`src/rtl/mult_share_ctrl_if.sv`:
```
// Request, multiplier and response signals of mult_share_ctrl.
// The slave modport is the controller's view; master is the surrounding logic.
interface mult_share_ctrl_if;
    logic        req0_valid;
    logic        req0_ready;
    logic [7:0]  req0_a;
    logic [7:0]  req0_b;
    logic        req1_valid;
    logic        req1_ready;
    logic [7:0]  req1_a;
    logic [7:0]  req1_b;
    logic [7:0]  mul_a;
    logic [7:0]  mul_b;
    logic [15:0] mul_p;
    logic        rsp_valid;
    logic        rsp_ready;
    logic        rsp_id;
    logic [15:0] rsp_p;
    logic [15:0] rsp_exact;
    logic        busy;
    logic [15:0] op_cnt;
    logic [15:0] err_cnt;

    modport slave (
        input  req0_valid, req0_a, req0_b, req1_valid, req1_a, req1_b, mul_p, rsp_ready,
        output req0_ready, req1_ready, mul_a, mul_b, rsp_valid, rsp_id, rsp_p, rsp_exact,
               busy, op_cnt, err_cnt
    );

    modport master (
        output req0_valid, req0_a, req0_b, req1_valid, req1_a, req1_b, mul_p, rsp_ready,
        input  req0_ready, req1_ready, mul_a, mul_b, rsp_valid, rsp_id, rsp_p, rsp_exact,
               busy, op_cnt, err_cnt
    );
endinterface

```
`src/rtl/mult_share_ctrl.sv`:
```
// Round-robin sharing of one multi-cycle-settle 8x8 multiplier between two requesters,
// with exact reference product and saturating operation/error counters.
module mult_share_ctrl #(
    parameter int unsigned SETTLE_CYC = 4
) (
    input  logic              clk,
    input  logic              rst,
    mult_share_ctrl_if.slave  bus
);
    typedef enum logic [1:0] {IDLE, SETTLE, RESP} state_t;

    state_t      state_q;
    logic        last_q;
    logic [3:0]  settle_q;
    logic [7:0]  mul_a_q;
    logic [7:0]  mul_b_q;
    logic [15:0] rsp_p_q;
    logic [15:0] rsp_exact_q;
    logic        rsp_id_q;
    logic        rsp_valid_q;
    logic        busy_q;
    logic [15:0] op_cnt_q;
    logic [15:0] err_cnt_q;
    logic [15:0] op_cnt_d;
    logic [15:0] err_cnt_d;

    logic       grant;
    logic       accept;
    logic [7:0] sel_a;
    logic [7:0] sel_b;

    always_comb begin
        grant = '0;
        if (bus.req0_valid && bus.req1_valid) begin
            grant = ~last_q;
        end else begin
            grant = bus.req1_valid;
        end
    end

    // Ready is gated by rst so it stays low while reset is held, even with valid high.
    assign bus.req0_ready = (state_q == IDLE) && !rst && bus.req0_valid && !grant;
    assign bus.req1_ready = (state_q == IDLE) && !rst && bus.req1_valid && grant;
    assign accept = (bus.req0_valid && bus.req0_ready) || (bus.req1_valid && bus.req1_ready);
    assign sel_a  = grant ? bus.req1_a : bus.req0_a;
    assign sel_b  = grant ? bus.req1_b : bus.req0_b;

    always_comb begin
        op_cnt_d  = op_cnt_q;
        err_cnt_d = err_cnt_q;
        if (op_cnt_q != '1) begin
            op_cnt_d = op_cnt_q + 16'd1;
        end
        if ((rsp_p_q != rsp_exact_q) && (err_cnt_q != '1)) begin
            err_cnt_d = err_cnt_q + 16'd1;
        end
    end

    always_ff @(posedge clk or posedge rst) begin
        if (rst) begin
            state_q     <= IDLE;
            last_q      <= 1'b1;
            settle_q    <= '0;
            mul_a_q     <= '0;
            mul_b_q     <= '0;
            rsp_p_q     <= '0;
            rsp_exact_q <= '0;
            rsp_id_q    <= 1'b0;
            rsp_valid_q <= 1'b0;
            busy_q      <= 1'b0;
            op_cnt_q    <= '0;
            err_cnt_q   <= '0;
        end else begin
            case (state_q)
                IDLE: begin
                    if (accept) begin
                        mul_a_q     <= sel_a;
                        mul_b_q     <= sel_b;
                        rsp_exact_q <= 16'(sel_a) * 16'(sel_b);
                        rsp_id_q    <= grant;
                        last_q      <= grant;
                        settle_q    <= 4'(SETTLE_CYC - 1);
                        busy_q      <= 1'b1;
                        state_q     <= SETTLE;
                    end
                end
                SETTLE: begin
                    if (settle_q == '0) begin
                        rsp_p_q     <= bus.mul_p;
                        rsp_valid_q <= 1'b1;
                        state_q     <= RESP;
                    end else begin
                        settle_q <= settle_q - 4'd1;
                    end
                end
                RESP: begin
                    if (bus.rsp_ready) begin
                        op_cnt_q    <= op_cnt_d;
                        err_cnt_q   <= err_cnt_d;
                        rsp_valid_q <= 1'b0;
                        busy_q      <= 1'b0;
                        state_q     <= IDLE;
                    end
                end
                default: state_q <= IDLE;
            endcase
        end
    end

    assign bus.mul_a     = mul_a_q;
    assign bus.mul_b     = mul_b_q;
    assign bus.rsp_p     = rsp_p_q;
    assign bus.rsp_exact = rsp_exact_q;
    assign bus.rsp_id    = rsp_id_q;
    assign bus.rsp_valid = rsp_valid_q;
    assign bus.busy      = busy_q;
    assign bus.op_cnt    = op_cnt_q;
    assign bus.err_cnt   = err_cnt_q;
endmodule

```
`src/flat_wrapper.sv`:
```
// flat-port wrapper written by rule: the top's interface ports become plain ports
module mult_share_ctrl_flat 
#(
    parameter int unsigned SETTLE_CYC = 4
)
  (clk, rst, bus_req0_valid, bus_req0_a, bus_req0_b, bus_req1_valid, bus_req1_a, bus_req1_b, bus_mul_p, bus_rsp_ready, bus_req0_ready, bus_req1_ready, bus_mul_a, bus_mul_b, bus_rsp_valid, bus_rsp_id, bus_rsp_p, bus_rsp_exact, bus_busy, bus_op_cnt, bus_err_cnt);
  mult_share_ctrl_if bus_i ();
  input  logic clk;
  input  logic rst;
  input wire logic [$bits(bus_i.req0_valid)-1:0] bus_req0_valid;
  input wire logic [$bits(bus_i.req0_a)-1:0] bus_req0_a;
  input wire logic [$bits(bus_i.req0_b)-1:0] bus_req0_b;
  input wire logic [$bits(bus_i.req1_valid)-1:0] bus_req1_valid;
  input wire logic [$bits(bus_i.req1_a)-1:0] bus_req1_a;
  input wire logic [$bits(bus_i.req1_b)-1:0] bus_req1_b;
  input wire logic [$bits(bus_i.mul_p)-1:0] bus_mul_p;
  input wire logic [$bits(bus_i.rsp_ready)-1:0] bus_rsp_ready;
  output wire logic [$bits(bus_i.req0_ready)-1:0] bus_req0_ready;
  output wire logic [$bits(bus_i.req1_ready)-1:0] bus_req1_ready;
  output wire logic [$bits(bus_i.mul_a)-1:0] bus_mul_a;
  output wire logic [$bits(bus_i.mul_b)-1:0] bus_mul_b;
  output wire logic [$bits(bus_i.rsp_valid)-1:0] bus_rsp_valid;
  output wire logic [$bits(bus_i.rsp_id)-1:0] bus_rsp_id;
  output wire logic [$bits(bus_i.rsp_p)-1:0] bus_rsp_p;
  output wire logic [$bits(bus_i.rsp_exact)-1:0] bus_rsp_exact;
  output wire logic [$bits(bus_i.busy)-1:0] bus_busy;
  output wire logic [$bits(bus_i.op_cnt)-1:0] bus_op_cnt;
  output wire logic [$bits(bus_i.err_cnt)-1:0] bus_err_cnt;
  assign bus_i.req0_valid = bus_req0_valid;
  assign bus_i.req0_a = bus_req0_a;
  assign bus_i.req0_b = bus_req0_b;
  assign bus_i.req1_valid = bus_req1_valid;
  assign bus_i.req1_a = bus_req1_a;
  assign bus_i.req1_b = bus_req1_b;
  assign bus_i.mul_p = bus_mul_p;
  assign bus_i.rsp_ready = bus_rsp_ready;
  assign bus_req0_ready = bus_i.req0_ready;
  assign bus_req1_ready = bus_i.req1_ready;
  assign bus_mul_a = bus_i.mul_a;
  assign bus_mul_b = bus_i.mul_b;
  assign bus_rsp_valid = bus_i.rsp_valid;
  assign bus_rsp_id = bus_i.rsp_id;
  assign bus_rsp_p = bus_i.rsp_p;
  assign bus_rsp_exact = bus_i.rsp_exact;
  assign bus_busy = bus_i.busy;
  assign bus_op_cnt = bus_i.op_cnt;
  assign bus_err_cnt = bus_i.err_cnt;
  mult_share_ctrl #(.SETTLE_CYC(SETTLE_CYC)) u_core (.clk(clk), .rst(rst), .bus(bus_i));
endmodule
```
`config.mk`:
```
export PLATFORM = sky130hd
export DESIGN_NAME = mult_share_ctrl_flat
export DESIGN_NICKNAME = d
export VERILOG_FILES = /design/src/rtl/mult_share_ctrl_if.sv /design/src/rtl/mult_share_ctrl.sv /design/src/flat_wrapper.sv
export SDC_FILE = /design/constraint.sdc
export NUM_CORES = 1
export LEC_CHECK = 0
export CAP_MARGIN = 20
export CORE_AREA = 2 2 111 113
export CTS_BUF_LIST = sky130_fd_sc_hd__clkbuf_16
export DETAILED_ROUTE_END_ITERATION = 7
export DIE_AREA = 0 0 113 115
export PLACE_DENSITY = 0.81
export SYNTH_ARGS = -nofsm -noshare
export SYNTH_HDL_FRONTEND = slang
export SYNTH_SLANG_ARGS = --single-unit
```
`constraint.sdc`:
```
create_clock -name clk -period 7 [get_ports clk]
set_input_delay 0.7 -clock clk [delete_from_list [all_inputs] [get_ports clk]]
set_output_delay 0.7 -clock clk [all_outputs]
set_load 0.01 [all_outputs]
```
==> run metrics, run 1 <==
pwr dens 422 nW/um^2; vias per cell 5.41; H-tree lvl count 3; Final Setup Violations 0; total power 3.33 mW; post-synth top area share 0.375; top cells by count, synth 89 x dfrtp_1, 58 x nor2_1, 57 x inv_1; Syn Std Cell Area 5940 um^2; n_diodes 0; most numerous cell in the Yosys netlist dfrtp_1; setup slack at placement 634 ps; share of post-route cells with drive strength above 1 0.0982; dpl hpwl 10,900 um; Least-Margin Pin Slew 916 ps; pin count of the biggest net entering global routing 91; drt total wl 14,200 um; Initial DRC Count 303; failing checks DRC; crit path time final 6010 ps; simple-gate share of the synthesized area 0.153; Crit Reg-Reg Endpoint u_core.bus.rsp_exact[15]; nets 856; Worst EP required 7220 ps; Leak Pwr 3.68 nW; routed via count 4,761; crit share post-route 0.859; DRC viols 12; setup ws final 985 ps; register bit total from synthesis 90; Std-Cell Rows 40; Post-Synth Adder-Cell Area 0.204; largest family of logic cells by synthesized area adder cells; Seq/Total Area, Yosys 0.379; syn avg cell area 10.3 um^2; post-synthesis mux area share 0.0611; crit path to u_core.bus.rsp_exact[15]; ys async rst share 1.00; internal power 1.96 mW; leading area contributor after synthesis dfrtp_1; Routed Antenna Nets 0; Final Hold Viols 0; number of flops mapped to enable cells by yosys 0; Hold Buf Count CTS 0; first-pass GRT wire length 23,200 um; final setup TNS 0 ps; worst vdd rail ir drop 0.203 mV; vias in the first global route 4,840; post-synthesis compound-gate area fraction 0.0733; Layout area overhead 33.0%; Critical Path AT 6230 ps; Pre-antenna DRT Iters 8; Remaining Overflow, GRT 0; R2R setup slack 1600 ps; Crit. End Element flip-flop; Core ar. 11,800 um^2; clock slew at reported path FFs 70 ps; post_cts resized 0; ys flop type dfrtp_1; Die W 113 um; Port Buffers 137; worst-path maximum fanout 18; RR Startpoint u_core.last_q; routability congestion estimate 0.875; max-slew violation count 0; CTS sink cnt 90; Initial Util 0.503; R2R depth 18; CP Launch Point bus_req1_valid; Synth Area in XOR/XNOR 0.0841; Die Area 13,000 um^2; WL/cell 16.2 um; number of CTS-inserted buffers 9; switching share of power 0.412; Chip Height 115 um; fin util 0.669; clk buf depth 2; HP Class reg2reg; max-cap violations 0; Synthesized Nets 707; clk_lat worst skew 360 ps; type of origin of the critical path input port; I/O pin total 138; gr usage total 0.226; fmax 166 MHz; Setup Crit Path Kind in2reg; RSZ-0062 raised after global routing no; status complete, but fails checks; synth top area cells dfrtp_1 38%, fa_1 12%, ha_1 8.2%, xnor2_1 4.9%, nor2_1 3.7%; post-synthesis instance total 579; P_sw 1.37 mW; relative max-transition margin 0.372; skew final 7.86 ps; Synthesis Warnings 0; Logic pwr share 0.583; post-CTS setup buffers 0; sequential share of power 0.254; Distinct cells, synth 49; CTS Root Cell clkbuf_16; clock share of power 0.163; antenna violations before repair 0; CTS tree done
==> worst min path at each step <==
| stage | from | endpoint | slack [ps] | depth (start not counted) |
|---|---|---|---|---|
| finish | u_core.bus.rsp_id | u_core.bus.rsp_id | 480 | 1 |
| global route | u_core.bus.rsp_id | u_core.bus.rsp_id | 490 | 1 |
| CTS | u_core.bus.rsp_id | u_core.bus.rsp_id | 480 | 1 |
| detailed placement | u_core.bus.rsp_id | u_core.bus.rsp_id | 470 | 1 |
| global placement | u_core.bus.rsp_id | u_core.bus.rsp_id | 460 | 1 |
| floorplan | u_core.last_q | u_core.last_q | 500 | 2 |
==> flip-flops by register name (all words and copies together), names as in the netlist <==
name	count
u_core.bus.op_cnt	16
u_core.bus.rsp_id	1
u_core.bus.rsp_p	16
u_core.bus.rsp_valid	1
u_core.bus.mul_a	8
u_core.bus.busy	1
u_core.settle_q	4
u_core.bus.mul_b	8
u_core.state_q	2
u_core.bus.rsp_exact	16
u_core.last_q	1
u_core.bus.err_cnt	16
==> per-layer routing <==
metal,up-vias,track usage,routed length [um]
li1,2226,-,-
met1,2333,0.286,5970
met2,175,0.382,7030
met3,27,0.0332,829
met4,0,0.111,402
met5,-,0,0
==> worst max-delay path, cell delays in order <==
cell	delay, ps
clkdlybuf4s50_1	570
a21boi_2	190
buf_4	290
mux2i_1	680
or2_2	240
fa_1	430
fa_1	540
inv_1	50
fa_1	520
inv_1	50
fa_1	520
inv_1	40
ha_1	340
o21a_1	120
o31a_1	120
o221a_2	290
a221oi_2	300
xnor2_1	140
o21ai_0	80
==> logic make-up (layout without fill, tap and decap cells) <==
logic type                 after synthesis  count (layout)
xor gates and xnor gates                57              57
muxes                                   34              34
buffers and inverters                   69             223
AOI/OAI and AO/OA                       68              68
DFF                                     90              90
adders and majority gates               75              75
and+or+nand+nor                        186             186
==> per-stage QoR <==
step | std cells | area [um^2] | hold slack (ps)
2_1_floorplan | 579 | 5940 | 503
3_3_place_gp | 862 | 7540 | 462
3_5_place_dp | 862 | 7540 | 469
4_1_cts | 878 | 7860 | 484
5_1_grt | 880 | 7900 | 491
6_report | 880 | 7900 | 485
==> cell usage in the layout (no fill, tap or decap), types with 6 or more instances in the layout <==
cell type / n
clkdlybuf4s50_1: 137
xnor2_1: 33
fa_1: 36
xor2_1: 24
nand2_1: 51
clkbuf_16: 9
o21ai_0: 33
nor2_1: 58
nand3_1: 13
or2_2: 15
a21oi_1: 6
o21a_1: 6
mux2_2: 18
ha_1: 39
nand4_1: 13
buf_4: 12
dfrtp_1: 89
and3_1: 7
inv_1: 57
mux2i_1: 16
==> area by class of cell <==
type,instances,area (um^2)
fill,932,3910
multi-input combinational,420,3430
sequential,90,2250
timing repair buffer,150,1490
clock buffer,9,225
inverter,57,216
tap,147,184
clock inverter,7,100
==> power groups by stage <==
stage                     registers [mW]  clock network, mW  logic, mW
after floorplan                    0.895                  0       1.20
after global placement             0.846                  0       1.87
after detailed placement           0.856                  0       1.92
after CTS                          0.848              0.547       1.95
after global routing               0.871              0.569       2.17
final                              0.848              0.542       1.94
Note: power is estimated with default switching activity, not from simulation.
==> inputs of run 2 (changes only) <==
--- a/config.mk
+++ b/config.mk
@@ -5,11 +5,12 @@
 export SDC_FILE = /design/constraint.sdc
 export NUM_CORES = 1
 export LEC_CHECK = 0
-export CAP_MARGIN = 20
+export CAP_MARGIN = 0
 export CORE_AREA = 2 2 111 113
 export CTS_BUF_LIST = sky130_fd_sc_hd__clkbuf_16
 export DETAILED_ROUTE_END_ITERATION = 7
 export DIE_AREA = 0 0 113 115
+export GPL_TIMING_DRIVEN = 0
 export PLACE_DENSITY = 0.81
 export SYNTH_ARGS = -nofsm -noshare
 export SYNTH_HDL_FRONTEND = slang
==> run 2 against run 1 <==
The flow still finishes with violations (DRC). Power shrank 2.0%. Register-to-register slack lost 560 ps. Hold slack lost 3.5 ps. Largest power group unchanged.
==> run metrics, run 2 (synthesis gave the netlist of run 1 again) <==
CTS Root Cell clkbuf_16 (unchanged); post_cts resized 0 (unchanged); relative max-transition margin 0.389 (was 0.372); WL/cell 17.0 um (was 16.2 um); status complete, but fails checks (unchanged); Worst EP required 7210 ps (was 7220 ps); worst vdd rail ir drop 0.313 mV (was 0.203 mV); clk buf depth 2 (unchanged); skew final 7.32 ps (was 7.86 ps); Hold Buf Count CTS 0 (unchanged); most frequent cells in the layout 137 x clkdlybuf4s50_1, 89 x dfrtp_1, 58 x nor2_1, 56 x inv_1, 51 x nand2_1 (was 137 x clkdlybuf4s50_1, 89 x dfrtp_1, 58 x nor2_1, 57 x inv_1, 51 x nand2_1); drt total wl 15,000 um (was 14,200 um); number of CTS-inserted buffers 9 (unchanged); final instance count without filler cells 880 (unchanged); pwr dens 419 nW/um^2 (was 422 nW/um^2); fmax 154 MHz (was 166 MHz); clock slew at reported path FFs 70 ps (about the same); CTS sink cnt 90 (unchanged); Crit path buffers/inverters 6 (was 5); Layout area overhead 31.4% (was 33.0%); crit path time final 6500 ps (was 6010 ps); worst-path maximum fanout 10 (was 18); clk_lat worst skew 350 ps (was 360 ps); gr usage total 0.237 (was 0.226); CTS tree done (unchanged); Worst path slowest cell mux2i_1 (unchanged); post-CTS setup buffers 0 (unchanged); Critical Path AT 6710 ps (was 6230 ps); Leak Pwr 3.62 nW (was 3.68 nW); antenna violations before repair 0 (unchanged); Core ar. 11,800 um^2 (unchanged); crit share post-route 0.929 (was 0.859); failing checks DRC (unchanged); vias per cell 5.54 (was 5.41); n_diodes 0 (unchanged); final setup TNS 0 ps (unchanged); Die W 113 um (unchanged); H-tree lvl count 3 (unchanged); Initial DRC Count 357 (was 303); dpl hpwl 11,600 um (was 10,900 um); DRC viols 14 (was 12); pin count of the biggest net entering global routing 75 (was 91); RSZ-0062 raised after global routing no (unchanged); setup ws final 497 ps (was 985 ps); Post-Place Cells 864 (was 862); max-cap violations 0 (unchanged); Setup Crit Path Kind in2reg (unchanged); critical path's largest stage delay 710 ps (was 680 ps); HP Class reg2reg (unchanged); Port Buffers 137 (unchanged); Pre-antenna DRT Iters 7 (was 8); nets 856 (unchanged); Chip Height 115 um (unchanged); worst-path cell chain clkdlybuf4s50_1 -> a21boi_0 -> buf_2 -> buf_2 -> mux2i_1 -> or2_2 -> fa_1 -> fa_1 -> inv_1 -> fa_1 -> inv_1 -> fa_1 -> inv_1 -> ha_1 -> o21a_1 -> o31a_1 -> o221a_2 -> a221oi_2 -> xnor2_1 -> o21ai_0 (was clkdlybuf4s50_1 -> a21boi_2 -> buf_4 -> mux2i_1 -> or2_2 -> fa_1 -> fa_1 -> inv_1 -> fa_1 -> inv_1 -> fa_1 -> inv_1 -> ha_1 -> o21a_1 -> o31a_1 -> o221a_2 -> a221oi_2 -> xnor2_1 -> o21ai_0); fin util 0.660 (was 0.669); Std-Cell Rows 40 (unchanged); Initial Util 0.503 (unchanged); Final Hold Viols 0 (unchanged); share of post-route cells with drive strength above 1 0.0846 (was 0.0982); vias in the first global route 4,957 (was 4,840); Die Area 13,000 um^2 (unchanged); Remaining Overflow, GRT 0 (unchanged); type of origin of the critical path input port (unchanged); commonest non-fill, non-tap cell in the layout clkdlybuf4s50_1 (unchanged); Final Setup Violations 0 (unchanged); first-pass GRT wire length 24,500 um (was 23,200 um); Routed Antenna Nets 0 (unchanged); total power 3.27 mW (was 3.33 mW); Least-Margin Pin Slew 890 ps (was 916 ps); routability congestion estimate 0.864 (was 0.875); setup slack at placement 184 ps (was 634 ps); I/O pin total 138 (unchanged); Most common cell on crit path fa_1 (unchanged); Crit. End Element flip-flop (unchanged); routed via count 4,871 (was 4,761); max-slew violation count 0 (unchanged); CP top delay family adder cells (unchanged)
-- run 2: per-stage QoR --
stage / instance area [um^2] / hold slack [ps]
CTS: 7800 / 486
detailed placement: 7520 / 471
global route: 7800 / 512
finish: 7800 / 481
floorplan: 5940 / 503
global placement: 7490 / 459
-- run 2: layout make-up --
type | count | area [um^2]
plain buffers | 12 | 56.3
repair buffers | 138 | 1400
fillers | 933 | 4010
clock buffers | 9 | 225
multi-input cells | 420 | 3410
well taps | 147 | 184
flip-flops and latches | 90 | 2250
inverters | 57 | 216
clock inverters | 7 | 52.6
-- run 2: metal layers --
layer / track usage / vias up / part of all wire
li1: - / 2235 / -
met3: 0.0427 / 21 / 0.053
met4: 0.0724 / 0 / 0.018
met1: 0.297 / 2448 / 0.41
met2: 0.420 / 167 / 0.52
met5: 0 / - / 0
-- run 2: worst paths after layout --
path,cells after the start,startpoint,slack (ps),to
max in group asynchronous,3,rst,5670,u_core.bus.rsp_p[2]
min reg2reg,2,u_core.bus.mul_a[6],480,u_core.bus.mul_a[6]
min,2,u_core.bus.mul_a[6],480,u_core.bus.mul_a[6]
max reg2reg,19,u_core.last_q,1040,u_core.bus.rsp_exact[15]
max,20,bus_req1_valid,500,u_core.bus.rsp_exact[15]
min in group asynchronous,2,rst,690,u_core.bus.rsp_p[12]
-- run 2: power breakdown --
part / switching [mW] / internal, mW
Clock: 0.215 / 0.244
Combinational: 1.01 / 0.948
Sequential: 0.160 / 0.694
-- run 2: worst min-delay path: stages (launching register included) --
cell and delay (ps):
dfrtp_1 340, nand2_1 40, o21ai_0 60
